File: src/rtl/gate_bus_arbiter_if.sv
// Handshake bundle for gate_bus_arbiter: two operand requesters, one result consumer.
// The arbiter takes the slave modport; the requesters/consumer side takes master.
interface gate_bus_arbiter_if #(
    parameter int NrOfBits  = 8,
    parameter int CountBits = 16
);
    logic                 req0_valid;
    logic                 req0_ready;
    logic [NrOfBits-1:0]  req0_a;
    logic [NrOfBits-1:0]  req0_b;
    logic [1:0]           req0_bubbles;

    logic                 req1_valid;
    logic                 req1_ready;
    logic [NrOfBits-1:0]  req1_a;
    logic [NrOfBits-1:0]  req1_b;
    logic [1:0]           req1_bubbles;

    logic                 res_valid;
    logic                 res_ready;
    logic [NrOfBits-1:0]  res_data;
    logic                 res_src;
    logic [CountBits-1:0] op_count;

    modport master (
        output req0_valid, req0_a, req0_b, req0_bubbles,
        output req1_valid, req1_a, req1_b, req1_bubbles,
        output res_ready,
        input  req0_ready, req1_ready,
        input  res_valid, res_data, res_src, op_count
    );

    modport slave (
        input  req0_valid, req0_a, req0_b, req0_bubbles,
        input  req1_valid, req1_a, req1_b, req1_bubbles,
        input  res_ready,
        output req0_ready, req1_ready,
        output res_valid, res_data, res_src, op_count
    );
endinterface

File: src/rtl/gate_bus_arbiter.sv
// Two-requester round-robin arbiter sharing one bitwise OR gate with a registered result.
// Define GATE_ARB_BUBBLE_EN to honour the per-operand invert (bubble) controls.
module gate_bus_arbiter #(
    parameter int NrOfBits  = 8,
    parameter int CountBits = 16
) (
    input  logic                 clock,
    input  logic                 reset,
    gate_bus_arbiter_if.slave    bus
);
    typedef enum logic {
        EMPTY = 1'b0,
        FULL  = 1'b1
    } state_t;

    localparam logic [CountBits-1:0] CountMax = {CountBits{1'b1}};

    state_t               state, state_next;
    logic                 last, last_next;
    logic [NrOfBits-1:0]  data, data_next;
    logic                 src, src_next;
    logic [CountBits-1:0] count, count_next;

    logic                 can_accept;
    logic                 consume;
    logic                 grant0, grant1;
    logic [NrOfBits-1:0]  sel_a, sel_b;
    logic [NrOfBits-1:0]  real_a, real_b;

    // Arbitration: contention goes to whichever requester was not served last.
    always_comb begin
        can_accept = (state == EMPTY) || bus.res_ready;
        grant0     = 1'b0;
        grant1     = 1'b0;
        if (!reset && can_accept) begin
            if (bus.req0_valid && bus.req1_valid) begin
                grant0 = last;
                grant1 = !last;
            end else begin
                grant0 = bus.req0_valid;
                grant1 = bus.req1_valid;
            end
        end
    end

`ifdef GATE_ARB_BUBBLE_EN
    logic [1:0] sel_bubbles;

    always_comb begin
        sel_a       = grant1 ? bus.req1_a       : bus.req0_a;
        sel_b       = grant1 ? bus.req1_b       : bus.req0_b;
        sel_bubbles = grant1 ? bus.req1_bubbles : bus.req0_bubbles;
        real_a      = sel_bubbles[0] ? ~sel_a : sel_a;
        real_b      = sel_bubbles[1] ? ~sel_b : sel_b;
    end
`else
    logic unused_bubbles;
    assign unused_bubbles = ^{bus.req0_bubbles, bus.req1_bubbles};

    always_comb begin
        sel_a  = grant1 ? bus.req1_a : bus.req0_a;
        sel_b  = grant1 ? bus.req1_b : bus.req0_b;
        real_a = sel_a;
        real_b = sel_b;
    end
`endif

    // A grant reloads the result register even while the old result drains.
    always_comb begin
        consume    = (state == FULL) && bus.res_ready;
        state_next = state;
        last_next  = last;
        data_next  = data;
        src_next   = src;
        count_next = count;
        if (consume && (count != CountMax)) begin
            count_next = count + {{(CountBits-1){1'b0}}, 1'b1};
        end
        if (grant0 || grant1) begin
            state_next = FULL;
            data_next  = real_a | real_b;
            src_next   = grant1;
            last_next  = grant1;
        end else if (consume) begin
            state_next = EMPTY;
        end
    end

    always_ff @(posedge clock) begin
        if (reset) begin
            state <= EMPTY;
            last  <= 1'b1;
            data  <= '0;
            src   <= 1'b0;
            count <= '0;
        end else begin
            state <= state_next;
            last  <= last_next;
            data  <= data_next;
            src   <= src_next;
            count <= count_next;
        end
    end

    assign bus.req0_ready = grant0;
    assign bus.req1_ready = grant1;
    assign bus.res_valid  = (state == FULL);
    assign bus.res_data   = data;
    assign bus.res_src    = src;
    assign bus.op_count   = count;
endmodule

File: src/flat_wrapper.sv
// flat-port wrapper written by rule: the top's interface ports become plain ports
module gate_bus_arbiter_flat 
#(
    parameter int NrOfBits  = 8,
    parameter int CountBits = 16
)
  (clock, reset, bus_req0_valid, bus_req0_a, bus_req0_b, bus_req0_bubbles, bus_req1_valid, bus_req1_a, bus_req1_b, bus_req1_bubbles, bus_res_ready, bus_req0_ready, bus_req1_ready, bus_res_valid, bus_res_data, bus_res_src, bus_op_count);
  gate_bus_arbiter_if #(.NrOfBits(NrOfBits), .CountBits(CountBits)) bus_i ();
  input  logic clock;
  input  logic reset;
  input wire logic [$bits(bus_i.req0_valid)-1:0] bus_req0_valid;
  input wire logic [$bits(bus_i.req0_a)-1:0] bus_req0_a;
  input wire logic [$bits(bus_i.req0_b)-1:0] bus_req0_b;
  input wire logic [$bits(bus_i.req0_bubbles)-1:0] bus_req0_bubbles;
  input wire logic [$bits(bus_i.req1_valid)-1:0] bus_req1_valid;
  input wire logic [$bits(bus_i.req1_a)-1:0] bus_req1_a;
  input wire logic [$bits(bus_i.req1_b)-1:0] bus_req1_b;
  input wire logic [$bits(bus_i.req1_bubbles)-1:0] bus_req1_bubbles;
  input wire logic [$bits(bus_i.res_ready)-1:0] bus_res_ready;
  output wire logic [$bits(bus_i.req0_ready)-1:0] bus_req0_ready;
  output wire logic [$bits(bus_i.req1_ready)-1:0] bus_req1_ready;
  output wire logic [$bits(bus_i.res_valid)-1:0] bus_res_valid;
  output wire logic [$bits(bus_i.res_data)-1:0] bus_res_data;
  output wire logic [$bits(bus_i.res_src)-1:0] bus_res_src;
  output wire logic [$bits(bus_i.op_count)-1:0] bus_op_count;
  assign bus_i.req0_valid = bus_req0_valid;
  assign bus_i.req0_a = bus_req0_a;
  assign bus_i.req0_b = bus_req0_b;
  assign bus_i.req0_bubbles = bus_req0_bubbles;
  assign bus_i.req1_valid = bus_req1_valid;
  assign bus_i.req1_a = bus_req1_a;
  assign bus_i.req1_b = bus_req1_b;
  assign bus_i.req1_bubbles = bus_req1_bubbles;
  assign bus_i.res_ready = bus_res_ready;
  assign bus_req0_ready = bus_i.req0_ready;
  assign bus_req1_ready = bus_i.req1_ready;
  assign bus_res_valid = bus_i.res_valid;
  assign bus_res_data = bus_i.res_data;
  assign bus_res_src = bus_i.res_src;
  assign bus_op_count = bus_i.op_count;
  gate_bus_arbiter #(.NrOfBits(NrOfBits), .CountBits(CountBits)) u_core (.clock(clock), .reset(reset), .bus(bus_i));
endmodule
File: config.mk
export PLATFORM = sky130hd
export DESIGN_NAME = gate_bus_arbiter_flat
export DESIGN_NICKNAME = d
export VERILOG_FILES = /design/src/rtl/gate_bus_arbiter_if.sv /design/src/rtl/gate_bus_arbiter.sv /design/src/flat_wrapper.sv
export SDC_FILE = /design/constraint.sdc
export NUM_CORES = 1
export LEC_CHECK = 0
export ABC_AREA = 1
export CORE_MARGIN = 1
export CORE_UTILIZATION = 35
export CTS_CLUSTER_SIZE = 8
export DETAILED_ROUTE_END_ITERATION = 8
export PLACE_DENSITY = 0.78
export SLEW_MARGIN = 10
export SYNTH_ARGS = -nofsm -noshare
export SYNTH_HDL_FRONTEND = slang
export SYNTH_SLANG_ARGS = --single-unit
File: constraint.sdc
create_clock -name clock -period 1.9 [get_ports clock]
set_input_delay 0.38 -clock clock [delete_from_list [all_inputs] [get_ports clock]]
set_output_delay 0.38 -clock clock [all_outputs]
set_load 0.005 [all_outputs]
# Word level (Yosys, flattened, before mapping)
# Cells that the tools add are included.
# totals
ram_bits,0
n_memories,0
rom_bits,0
input_bits,41
reg_bits,27
latchBits,0
wordCells,26
out_inout_bits,28
# classes
shifts,0
n_bitwise,2
multipliers,0
n_mux,8
div,0
n_eq_ne,1
n_reduce_logical,9
order_cmp,0
addsub,1
# op_table
operator,count
"adder 16 x 1 -> 16 bit, second input constant",1
2-to-1 mux 8 bit,2
"inequality test 16 bit, second input constant",1
OR 8 bit,1
2-to-1 mux 1 bit,6
logical AND 1 bit,4
zero test 1 bit,2
logical OR 1 bit,2
nonzero test 2 bit,1
NOT 1 bit,1

# Depth between registers and ports, before layout
# logic_depth
ltp_word,6
mapped_depth,10
mapped_depth_nobuf,10

# Least setup slack after synthesis
# OpenSTA, ideal clock, no wires.
# synth_timing
path_type,register -> register
start,"register u_core.count[0], in the netlist u_core.bus.op_count[0]"
end,"register u_core.count[11], in the netlist u_core.bus.op_count[11]"
setup_slack_ps,409
arrival_time_ps,1354
setup_time_ps,138
period_less_slack_ps,1491
stages_incl_launch_ff,10
required_time_ps,1762
n_path_buf,1
cell_sequence,dfxtp_1 -> ha_1 -> nand2_1 -> nor2_2 -> nand2_2 -> nor2_2 -> nor2_4 -> buf_6 -> nand2_1 -> a21oi_2
# synth_via
elab_chain_len,2
word_cells_on_any_way,3
# synth_rtl
item,line,rtl
"start, declared",gate_bus_arbiter.sv:22,"logic [CountBits-1:0] count, count_next;"
"start signal, assigned",gate_bus_arbiter.sv:101,count <= count_next;
branches (longest 2 deep; another with adder 16 x 1 -> 16 bit),--,
# Parallel ways; which one is timed is not known.
# A chain may end at the register's enable or synchronous reset.

# Worst setup path after layout
# layout_timing
start,input bus_req0_valid
end,output bus_req1_ready
# layout_via
elab_chain_len,3
# layout_rtl
item,line,rtl
"start, declared",flat_wrapper.sv:11,input wire logic [$bits(bus_i.req0_valid)-1:0] bus_req0_valid;
logical AND 1 bit,gate_bus_arbiter.sv:36,if (bus.req0_valid && bus.req1_valid) begin
2-to-1 mux 1 bit,gate_bus_arbiter.sv:36,
2-to-1 mux 1 bit,gate_bus_arbiter.sv:35,if (!reset && can_accept) begin
"end, declared",flat_wrapper.sv:21,output wire logic [$bits(bus_i.req1_ready)-1:0] bus_req1_ready;
# Every way passes these cells.

==> results.sh <==
export IMPL_status="finished clean"
export IMPL_ios=69
export IMPL_initial_core_util=0.367
export IMPL_dpl_hpwl_mm=3.00
export IMPL_final_cells=354
export IMPL_synth_xor_area_share=0.0353
export IMPL_powerDensity_nw_per_um2=498
export IMPL_grtUsageTotal=0.185
export IMPL_critPathMaxFanout=3
export IMPL_fin_worst_skew_ns=0.00124
export IMPL_required_ns=1.52
export IMPL_post_route_period_util=0.968
export IMPL_synth_compound_area_frac=0.130
export IMPL_io_buffers=64
export IMPL_routed_wl_mm=3.94
export IMPL_antenna_found_initial=0
export IMPL_max_freq_ghz=0.544
export IMPL_syn_num_nets=273
export IMPL_worstSetupPathType="primary input to output port"
export IMPL_slew_viol_final=0
export IMPL_synth_main_ff_cell="dfxtp_1"
export IMPL_p_leak_uw=0.000878
export IMPL_synthCells=231
export IMPL_netlist_top_cell_by_area="dfxtp_1"
export IMPL_syn_cell_area_sq_um=1490
export IMPL_synth_seq_cells=27
export IMPL_drtIter0Drc=89
export IMPL_die_height_um=67.3
export IMPL_tns_ns=0
export IMPL_switchingPower_uw=280
export IMPL_switching_share=0.244
export IMPL_yosysUniqueCellTypes=22
export IMPL_cts_max_path_buffers=2
export IMPL_synth_edf_count=0
export IMPL_dp_slack_ns=-0.337
export IMPL_clkLatencyLatePin_ns=0.27
export IMPL_dr_pass1_iters=4
export IMPL_clk_pin_slew_worst_paths_ns=0.09
export IMPL_cts_hold_repair_buffers=0
export IMPL_cts_sinks=27
export IMPL_synthSimpleGateAreaFrac=0.395
export IMPL_cts_tree="yes"
export IMPL_grt_pass1_vias=1472
export IMPL_diodes=0
export IMPL_die_x_um=67.3
export IMPL_seq_area_frac_synth=0.363
export IMPL_holdCritPathClass="flip-flop to flip-flop"
export IMPL_fin_ws_ns=0.0608
export IMPL_fp_row_count=23
export IMPL_drive_gt1_frac=0.112
export IMPL_synth_top_area_frac=0.363
export IMPL_seq_power_share=0.519
export IMPL_yosys_warnings=0
export IMPL_synth_top_cells_by_area="dfxtp_1 36%, nand2_1 20%, nor2_1 9.3%, nand3_1 6.4%, a21oi_1 5.7%"
export IMPL_wl_per_cell_um=11.1
export IMPL_gr_total_overflow=0
export IMPL_synth_adder_area_share=0.00840
export IMPL_power_internal_uw=869
export IMPL_antenna_left=0
export IMPL_drc=0
export IMPL_end_kind="output port"
export IMPL_via_per_inst=4.71
export IMPL_ys_async_sr_fraction=0
export IMPL_maxCapViolations=0
export IMPL_root_buffer="clkbuf_8"
export IMPL_finalHoldViolCount=0
export IMPL_gp_congestion=0.907
export IMPL_worstPathArrival_ns=1.46
export IMPL_worst_pin_slew_ns=0.381
export IMPL_layout_common_cells="78 x nand2_1, 59 x clkdlybuf4s50_1, 37 x nor2_1"
export IMPL_core_sq_um=4060
export IMPL_combPwrFrac=0.197
export IMPL_areaGrowthSynthToFinish_pct=54.8
export IMPL_rsz0062_at_grt="no"
export IMPL_period_minus_slack_ns=1.84
export IMPL_critPathLaunchType="primary input"
export IMPL_synth_mux_area_frac=0
export IMPL_synth_top_family_by_area="simple AND/OR/NAND/NOR gates"
export IMPL_fin_nets=347
export IMPL_dieArea_sq_um=4520
export IMPL_cts_buffers=3
export IMPL_grt_first_pass_wirelength_mm=6.45
export IMPL_vias=1666
export IMPL_layout_commonest_cell="nand2_1"
export IMPL_syn_area_per_cell_sq_um=6.45
export IMPL_cts_htree_levels=1
export IMPL_ir_worst_vdd_uv=286
export IMPL_final_setup_viol_count=0
export IMPL_place_inst=345
export IMPL_slew_headroom=0.745
export IMPL_clkPwrFrac=0.285
export IMPL_grt_max_degree=22
registers in the layout (all words and copies together) (netlist names):
| signal | count |
|---|---|
| u_core.bus.res_data | 8 |
| u_core.bus.res_src | 1 |
| u_core.last | 1 |
| u_core.bus.op_count | 16 |
| u_core.bus.res_valid | 1 |
layout make-up:
class | instances | area (sq um)
clock buffers | 3 | 41.3
clock inverters | 1 | 5.00
fillers | 388 | 1750
inverters | 17 | 63.8
multi-input cells | 181 | 867
flip-flops and latches | 27 | 541
well taps | 50 | 62.6
repair buffers | 75 | 727
through the flow:
| step | power (uW) | util | hold slack [ns] | instance area, sq um |
|---|---|---|---|---|
| final | 1150 | 0.569 | 0.462 | 2310 |
| after CTS | 1160 | 0.566 | 0.465 | 2290 |
| after floorplan | 687 | - | 0.458 | 1490 |
| after global routing | 1220 | 0.569 | 0.476 | 2310 |
| after detailed placement | 825 | 0.542 | 0.450 | 2200 |
| after global placement | 822 | 0.542 | 0.449 | 2200 |
cell families (layout without fill, tap and decap cells):
family | after synthesis | count (layout)
AND/OR/NAND/NOR | 143 | 143
AO/OA/AOI/OAI | 31 | 31
flip-flops | 27 | 27
buffers and inverters | 23 | 96
XOR/XNOR | 6 | 6
adder cells (fa/ha/maj) | 1 | 1
worst max-delay path, cell delays in order:
cell and delay (ns):
clkdlybuf4s50_1 0.45, a21boi_2 0.15, nand2_1 0.09, buf_4 0.14
clkinv_1 0.05, clkdlybuf4s15_2 0.19
layer usage:
metal / wire length (um) / up-vias / global-route usage / share of wire
met4: 47 / 0 / 0.0665 / 0.012
li1: - / 878 / - / -
met5: 0 / - / 0 / 0
met1: 1860 / 754 / 0.240 / 0.47
met2: 1940 / 28 / 0.316 / 0.49
met3: 103 / 6 / 0.0186 / 0.026
repair_timing:
action | in CTS | in global routing
pin swaps | 2 | 1
resized for setup | 9 | 4
endpoints found under the setup margin | 2 | 6
setup buffers | 6 | 0
power by group through the flow:
stage / combinational [uW] / sequential [uW] / clock [uW]
global placement: 215 / 608 / 0
finish: 226 / 596 / 327
CTS: 227 / 596 / 341
floorplan: 76.5 / 610 / 0
global route: 246 / 599 / 375
detailed placement: 217 / 608 / 0
Yosys cell counts, types with 2 or more instances:
| master | number |
|---|---|
| xor2_1 | 4 |
| nand3_1 | 19 |
| a21oi_1 | 17 |
| buf_6 | 2 |
| xnor2_1 | 2 |
| clkinv_1 | 2 |
| nor2_2 | 3 |
| o21ai_0 | 3 |
| inv_1 | 15 |
| clkbuf_1 | 4 |
| nor2_1 | 37 |
| a21oi_2 | 8 |
| nand2_1 | 78 |
| nand4_1 | 3 |
| dfxtp_1 | 27 |
worst paths after layout:
| kind | cells after the start | slack, ns | endpoint | startpoint |
|---|---|---|---|---|
| setup / recovery | 6 | 0.06 | bus_req1_ready | bus_req0_valid |
| hold / removal | 2 | 0.46 | u_core.bus.res_src$_SDFFE_PP0P_ | u_core.bus.res_src$_SDFFE_PP0P_ |
| setup reg to reg | 10 | 0.30 | u_core.bus.res_data[6]$_SDFFE_PP0P_ | u_core.bus.res_valid$_SDFFE_PP0P_ |
| hold reg to reg | 2 | 0.46 | u_core.bus.res_src$_SDFFE_PP0P_ | u_core.bus.res_src$_SDFFE_PP0P_ |
Power figures use the tool's default switching activity.
